`src/rtl/mem_arbiter_if.sv`:
```
// rtl/mem_arbiter_if.sv - fetch, load/store and external bus signals of the memory arbiter
interface mem_arbiter_if;
    logic        if_req;
    logic [31:0] if_addr;
    logic [31:0] if_rdata;
    logic        if_stallreq;

    logic        mem_req;
    logic        mem_we;
    logic [31:0] mem_addr;
    logic [31:0] mem_wdata;
    logic [3:0]  mem_sel;
    logic [31:0] mem_rdata;
    logic        mem_stallreq;

    logic        bus_req;
    logic        bus_we;
    logic [31:0] bus_addr;
    logic [31:0] bus_wdata;
    logic [3:0]  bus_sel;
    logic        bus_ack;
    logic [31:0] bus_rdata;

    modport master (
        output if_req, if_addr, mem_req, mem_we, mem_addr, mem_wdata, mem_sel, bus_ack, bus_rdata,
        input  if_rdata, if_stallreq, mem_rdata, mem_stallreq,
        input  bus_req, bus_we, bus_addr, bus_wdata, bus_sel
    );

    modport slave (
        input  if_req, if_addr, mem_req, mem_we, mem_addr, mem_wdata, mem_sel, bus_ack, bus_rdata,
        output if_rdata, if_stallreq, mem_rdata, mem_stallreq,
        output bus_req, bus_we, bus_addr, bus_wdata, bus_sel
    );
endinterface

```
`src/rtl/mem_arbiter.sv`:
```
// rtl/mem_arbiter.sv - serializes fetch and load/store ports onto one req/ack memory bus
module mem_arbiter (
    input  logic         clk,
    input  logic         rst,
    input  logic [5:0]   stall,
    input  logic         flush,
    mem_arbiter_if.slave arb
);
    localparam logic [1:0] S_IDLE    = 2'd0;
    localparam logic [1:0] S_IF_BUS  = 2'd1;
    localparam logic [1:0] S_MEM_BUS = 2'd2;

    logic [1:0] state;
    logic       if_done;
    logic       mem_done;
    logic       if_discard;

    // Only stall[1] (IF/ID) and stall[4] (MEM/WB) matter here.
    logic unused_stall;
    assign unused_stall = ^{stall[5], stall[3:2], stall[0]};

    // Built from registered flags only, so no loop forms through the pipeline controller.
    assign arb.if_stallreq  = arb.if_req & ~if_done;
    assign arb.mem_stallreq = arb.mem_req & ~mem_done;

    always_ff @(posedge clk) begin
        if (!rst) begin
            state         <= S_IDLE;
            if_done       <= 1'b0;
            mem_done      <= 1'b0;
            if_discard    <= 1'b0;
            arb.bus_req   <= 1'b0;
            arb.bus_we    <= 1'b0;
            arb.bus_addr  <= 32'h0;
            arb.bus_wdata <= 32'h0;
            arb.bus_sel   <= 4'h0;
            arb.if_rdata  <= 32'h0;
            arb.mem_rdata <= 32'h0;
        end else begin
            // A result is held until its stage advances; flush drops a pending fetch result.
            if (flush || (if_done && !stall[1])) begin
                if_done <= 1'b0;
            end
            if (mem_done && !stall[4]) begin
                mem_done <= 1'b0;
            end

            case (state)
                S_IDLE: begin
                    if (arb.mem_req && !mem_done) begin
                        arb.bus_req   <= 1'b1;
                        arb.bus_we    <= arb.mem_we;
                        arb.bus_addr  <= arb.mem_addr;
                        arb.bus_wdata <= arb.mem_wdata;
                        arb.bus_sel   <= arb.mem_sel;
                        state         <= S_MEM_BUS;
                    end else if (arb.if_req && !if_done && !flush) begin
                        arb.bus_req   <= 1'b1;
                        arb.bus_we    <= 1'b0;
                        arb.bus_addr  <= arb.if_addr;
                        arb.bus_wdata <= 32'h0;
                        arb.bus_sel   <= 4'hF;
                        state         <= S_IF_BUS;
                    end else begin
                        arb.bus_req <= 1'b0;
                    end
                end

                S_IF_BUS: begin
                    // The bus cycle always runs to its ack; a flush only marks the result as stale.
                    if (flush) begin
                        if_discard <= 1'b1;
                    end
                    if (arb.bus_ack) begin
                        arb.bus_req <= 1'b0;
                        state       <= S_IDLE;
                        if (if_discard || flush) begin
                            if_discard <= 1'b0;
                        end else begin
                            if_done      <= 1'b1;
                            arb.if_rdata <= arb.bus_rdata;
                        end
                    end
                end

                S_MEM_BUS: begin
                    if (arb.bus_ack) begin
                        arb.bus_req <= 1'b0;
                        state       <= S_IDLE;
                        mem_done    <= 1'b1;
                        if (!arb.bus_we) begin
                            arb.mem_rdata <= arb.bus_rdata;
                        end
                    end
                end

                default: begin
                    arb.bus_req <= 1'b0;
                    state       <= S_IDLE;
                end
            endcase
        end
    end
endmodule

```
`src/flat_wrapper.sv`:
```
// flat-port wrapper written by rule: the top's interface ports become plain ports
module mem_arbiter_flat 
  (clk, rst, stall, flush, arb_if_req, arb_if_addr, arb_mem_req, arb_mem_we, arb_mem_addr, arb_mem_wdata, arb_mem_sel, arb_bus_ack, arb_bus_rdata, arb_if_rdata, arb_if_stallreq, arb_mem_rdata, arb_mem_stallreq, arb_bus_req, arb_bus_we, arb_bus_addr, arb_bus_wdata, arb_bus_sel);
  mem_arbiter_if arb_i ();
  input  logic clk;
  input  logic rst;
  input  logic [5:0] stall;
  input  logic flush;
  input wire logic [$bits(arb_i.if_req)-1:0] arb_if_req;
  input wire logic [$bits(arb_i.if_addr)-1:0] arb_if_addr;
  input wire logic [$bits(arb_i.mem_req)-1:0] arb_mem_req;
  input wire logic [$bits(arb_i.mem_we)-1:0] arb_mem_we;
  input wire logic [$bits(arb_i.mem_addr)-1:0] arb_mem_addr;
  input wire logic [$bits(arb_i.mem_wdata)-1:0] arb_mem_wdata;
  input wire logic [$bits(arb_i.mem_sel)-1:0] arb_mem_sel;
  input wire logic [$bits(arb_i.bus_ack)-1:0] arb_bus_ack;
  input wire logic [$bits(arb_i.bus_rdata)-1:0] arb_bus_rdata;
  output wire logic [$bits(arb_i.if_rdata)-1:0] arb_if_rdata;
  output wire logic [$bits(arb_i.if_stallreq)-1:0] arb_if_stallreq;
  output wire logic [$bits(arb_i.mem_rdata)-1:0] arb_mem_rdata;
  output wire logic [$bits(arb_i.mem_stallreq)-1:0] arb_mem_stallreq;
  output wire logic [$bits(arb_i.bus_req)-1:0] arb_bus_req;
  output wire logic [$bits(arb_i.bus_we)-1:0] arb_bus_we;
  output wire logic [$bits(arb_i.bus_addr)-1:0] arb_bus_addr;
  output wire logic [$bits(arb_i.bus_wdata)-1:0] arb_bus_wdata;
  output wire logic [$bits(arb_i.bus_sel)-1:0] arb_bus_sel;
  assign arb_i.if_req = arb_if_req;
  assign arb_i.if_addr = arb_if_addr;
  assign arb_i.mem_req = arb_mem_req;
  assign arb_i.mem_we = arb_mem_we;
  assign arb_i.mem_addr = arb_mem_addr;
  assign arb_i.mem_wdata = arb_mem_wdata;
  assign arb_i.mem_sel = arb_mem_sel;
  assign arb_i.bus_ack = arb_bus_ack;
  assign arb_i.bus_rdata = arb_bus_rdata;
  assign arb_if_rdata = arb_i.if_rdata;
  assign arb_if_stallreq = arb_i.if_stallreq;
  assign arb_mem_rdata = arb_i.mem_rdata;
  assign arb_mem_stallreq = arb_i.mem_stallreq;
  assign arb_bus_req = arb_i.bus_req;
  assign arb_bus_we = arb_i.bus_we;
  assign arb_bus_addr = arb_i.bus_addr;
  assign arb_bus_wdata = arb_i.bus_wdata;
  assign arb_bus_sel = arb_i.bus_sel;
  mem_arbiter u_core (.clk(clk), .rst(rst), .stall(stall), .flush(flush), .arb(arb_i));
endmodule
```
`config.mk`:
```
export PLATFORM = sky130hd
export DESIGN_NAME = mem_arbiter_flat
export DESIGN_NICKNAME = d
export VERILOG_FILES = /design/src/rtl/mem_arbiter_if.sv /design/src/rtl/mem_arbiter.sv /design/src/flat_wrapper.sv
export SDC_FILE = /design/constraint.sdc
export NUM_CORES = 1
export LEC_CHECK = 0
export ABC_AREA = 1
export CAP_MARGIN = 20
export CORE_MARGIN = 4
export CORE_UTILIZATION = 43
export DETAILED_ROUTE_END_ITERATION = 6
export PLACE_DENSITY = 0.85
export SYNTH_ARGS = -nofsm -noshare
export SYNTH_HDL_FRONTEND = slang
export SYNTH_SLANG_ARGS = --single-unit
export TNS_END_PERCENT = 100
```
`constraint.sdc`:
```
create_clock -name clk -period 4.1 [get_ports clk]
set_input_delay 0.82 -clock clk [delete_from_list [all_inputs] [get_ports clk]]
set_output_delay 0.82 -clock clk [all_outputs]
set_load 0.02 [all_outputs]
```
==> results.py <==
metrics = {
    "floorplan": {
        "start_util": 0.441,
        "floorplan.die.height_um": 122,
        "fp.dieW_um": 122,
        "placeableCoreArea_um2": 12700,
        "num_io_pins": 281,
        "core.rowCount": 41,
        "design.die.area_um2": 14900,
    },
    "finish": {
        "stdcell_count": 1240,
        "drive_above_1_share": 0.0506,
        "areaGrowthSynthToFinish_pct": 61.2,
        "fillers": 1047,
        "final_net_count": 1203,
        "finish.instance_area_um2": 9010,
        "antenna-diode-count": 0,
    },
    "clock_network": {
        "ctsHoldBuffers": 0,
        "postCtsSetupRepairBufs": 0,
        "clk_pin_slew_ns": 0.06,
        "cts-root-to-sink-buffers": 2,
        "cts_made_buffers": 17,
        "cts_resized": 0,
        "clock_latency_ns": 0.42,
        "cts_max_level": 4,
        "cts_tree": "done",
        "cts_sinks": 139,
        "ctsRootBufferMaster": "sky130_fd_sc_hd__clkbuf_16",
    },
    "place": {
        "portBuffers": 276,
        "postPlaceCellArea_um2": 8370,
        "post-place-ws_ns": 1.09,
        "globalplace.congestion": 0.795,
        "dp.cells": 1207,
        "dp_hpwl_mm": 12.3,
    },
    "synthesis": {
        "synthesis.nets": 948,
        "yosys_warnings": 0,
        "synthTopCellsByArea": "sky130_fd_sc_hd__dfxtp_1, sky130_fd_sc_hd__nand2_1, sky130_fd_sc_hd__nor2_1, sky130_fd_sc_hd__o21ai_0, sky130_fd_sc_hd__a21oi_1",
        "syn_area_per_cell_um2": 6.99,
        "ys_seq_area_frac": 0.498,
        "postSynthCellCount": 800,
        "ys_ff_latch": 139,
        "synth.lib_cells_used.distinct": 19,
        "netlist.top_cell.by_area": "sky130_fd_sc_hd__dfxtp_1",
        "synthesis.area_um2": 5590,
        "yosys.area.top_type_share": 0.498,
    },
    "timing": {
        "ratio_of_final_minimum_period_to_clock_period": 0.740,
        "fin_hold_ws_ns": 0.478,
        "period_minus_slack_ns": 3.03,
        "relSlewSlack": 0.397,
        "finalSetupViolations": 0,
        "setup_tns_ns": 0,
        "slew_viol_final": 0,
        "skew_ns": 0.00945,
        "grt_setup_unrepaired": "false",
        "final-hold-violation-count": 0,
        "worst_pin_slew_ns": 0.904,
        "final_critical_path_setup_slack_ns": 1.07,
        "highest_clock_rate_mhz": 330,
    },
    "route": {
        "detail_route.drc_violations": 0,
        "route.detailed.wl_per_inst_um": 14.5,
        "detail_route.wirelength_mm": 18.0,
        "drt_first_iter_violations": 302,
        "avgViaCountPerCell": 4.71,
        "drtAntennaViolNets": 0,
        "dr_total_vias": 5846,
        "drt_first_pass_iters": 7,
    },
    "grt": {
        "antenna_found_initial": 0,
        "grt_use_total": 0.235,
        "grt_start_max_net_pins": 99,
        "grt_first_pass_wirelength_mm": 27.5,
        "grt_overflow_total": 0,
        "grt_pass1_vias": 5598,
    },
    "setup_path": {
        "worst-setup-path-type": "input port to primary output",
        "worstSetupEndpointType": "primary output",
        "cp.arrival_ns": 2.21,
        "critical_path_peak_fanout": 3,
        "timing.critical_path.from_type": "input port",
        "critical_path_required_ns": 3.28,
    },
    "flow_run": {
        "drv.max_cap_violation_count": 0,
    },
    "power_and_ir_drop": {
        "worst_ir_drop_vdd_mv": 0.246,
        "total_leakage_power_nw": 3.95,
        "power.density_cell_area_nw_per_um2": 430,
    },
    "hold_path": {
        "hold_path.class": "flip-flop to flip-flop",
    },
    "status": {
        "status": "finished, final reports clean",
    },
}
path summary, 6_finish.rpt:
| check | start | end | slack [ns] | cells past startpoint |
|---|---|---|---|---|
| worst min register to register | u_core.arb.bus_wdata[19] | u_core.arb.bus_wdata[19] | 0.48 | 2 |
| worst max register to register | u_core.state[1] | u_core.arb.if_rdata[8] | 1.87 | 9 |
| worst max-delay path | arb_if_req | arb_if_stallreq | 1.07 | 4 |
| worst min-delay path | u_core.arb.bus_wdata[19] | u_core.arb.bus_wdata[19] | 0.48 | 2 |
stage by stage:
step	power, mW	util
after floorplan	1.96	-
after global placement	2.34	0.661
after detailed placement	2.35	0.661
after CTS	3.91	0.709
after global routing	4.06	0.711
final	3.88	0.711
cells by family (layout without fill, tap and decap cells):
family                     after synthesis  count (layout)  share of synthesized area
adders and majority gates                3               3                    0.00672
DFF                                    139             139                      0.498
buffers and inverters                   99             367                     0.0817
AOI/OAI and AO/OA                      106             106                     0.0949
and+or+nand+nor                        453             453                      0.319
routing by layer:
layer  global-route usage  vias up  share of wire
li1                     -     2977              -
met1                0.248     2621           0.37
met2                0.411      223           0.49
met3                0.115       25           0.12
met4               0.0784        0          0.020
met5                    0        -              0
synthesized netlist by cell type:
library cell,count
sky130_fd_sc_hd__nand2_1,206
sky130_fd_sc_hd__nor2_1,203
sky130_fd_sc_hd__dfxtp_1,139
sky130_fd_sc_hd__o21ai_0,68
sky130_fd_sc_hd__inv_1,45
sky130_fd_sc_hd__a21oi_1,38
sky130_fd_sc_hd__nand3_1,38
sky130_fd_sc_hd__buf_2,23
sky130_fd_sc_hd__clkbuf_1,17
sky130_fd_sc_hd__buf_6,7
sky130_fd_sc_hd__inv_2,4
sky130_fd_sc_hd__ha_1,3
sky130_fd_sc_hd__buf_1,2
sky130_fd_sc_hd__nand2_2,2
sky130_fd_sc_hd__buf_4,1
sky130_fd_sc_hd__nand3_2,1
sky130_fd_sc_hd__nor2_4,1
sky130_fd_sc_hd__nor3_4,1
sky130_fd_sc_hd__or2_2,1
layout make-up:
| cell class | count | area (um2) | area share |
|---|---|---|---|
| timing repair buffer | 286 | 2870 | 0.318 |
| sequential | 139 | 2780 | 0.309 |
| multi-input combinational | 562 | 2350 | 0.261 |
| clock buffer | 23 | 498 | 0.0553 |
| tap | 172 | 215 | 0.0239 |
| inverter | 49 | 184 | 0.0204 |
| clock inverter | 9 | 110 | 0.0122 |
power breakdown:
| part | internal [mW] | total, mW | switching, mW |
|---|---|---|---|
| combinational | 0.389 | 0.821 | 0.432 |
| sequential | 1.46 | 1.51 | 0.0499 |
| clock | 0.977 | 1.55 | 0.575 |
flip-flops by register name, summed over array words and instances (netlist names):
name                  cells
u_core.mem_done           1
u_core.arb.mem_rdata     32
u_core.arb.bus_sel        4
u_core.arb.bus_addr      32
u_core.arb.if_rdata      32
u_core.state              2
u_core.if_done            1
u_core.if_discard         1
u_core.arb.bus_wdata     32
u_core.arb.bus_req        1
u_core.arb.bus_we         1
layout by cell type (no fill, tap or decap):
| master | Yosys | final |
|---|---|---|
| sky130_fd_sc_hd__a21oi_1 | 38 | 38 |
| sky130_fd_sc_hd__buf_12 | 0 | 1 |
| sky130_fd_sc_hd__buf_16 | 0 | 1 |
| sky130_fd_sc_hd__buf_2 | 23 | 1 |
| sky130_fd_sc_hd__buf_4 | 1 | 8 |
| sky130_fd_sc_hd__bufinv_16 | 0 | 2 |
| sky130_fd_sc_hd__clkbuf_1 | 17 | 1 |
| sky130_fd_sc_hd__clkbuf_16 | 0 | 17 |
| sky130_fd_sc_hd__clkbuf_8 | 0 | 5 |
| sky130_fd_sc_hd__clkdlybuf4s50_1 | 0 | 275 |
| sky130_fd_sc_hd__clkinv_2 | 0 | 2 |
| sky130_fd_sc_hd__clkinv_4 | 0 | 1 |
| sky130_fd_sc_hd__clkinvlp_4 | 0 | 3 |
| sky130_fd_sc_hd__dfxtp_1 | 139 | 139 |
| sky130_fd_sc_hd__ha_1 | 3 | 3 |
| sky130_fd_sc_hd__inv_1 | 45 | 45 |
| sky130_fd_sc_hd__inv_2 | 4 | 4 |
| sky130_fd_sc_hd__inv_6 | 0 | 1 |
| sky130_fd_sc_hd__nand2_1 | 206 | 205 |
| sky130_fd_sc_hd__nand2_2 | 2 | 3 |
| sky130_fd_sc_hd__nand3_1 | 38 | 38 |
| sky130_fd_sc_hd__nand3_2 | 1 | 1 |
| sky130_fd_sc_hd__nor2_1 | 203 | 202 |
| sky130_fd_sc_hd__nor2_2 | 0 | 1 |
| sky130_fd_sc_hd__nor2_4 | 1 | 1 |
| sky130_fd_sc_hd__nor3_4 | 1 | 1 |
| sky130_fd_sc_hd__o21ai_0 | 68 | 68 |
| sky130_fd_sc_hd__or2_2 | 1 | 1 |
worst max-delay path: stages:
cell and delay, ns:
sky130_fd_sc_hd__clkdlybuf4s50_1 0.49, sky130_fd_sc_hd__inv_1 0.05, sky130_fd_sc_hd__nor2_1 0.17, sky130_fd_sc_hd__clkdlybuf4s50_1 0.68
No activity file was read; power rests on OpenSTA's default activity.
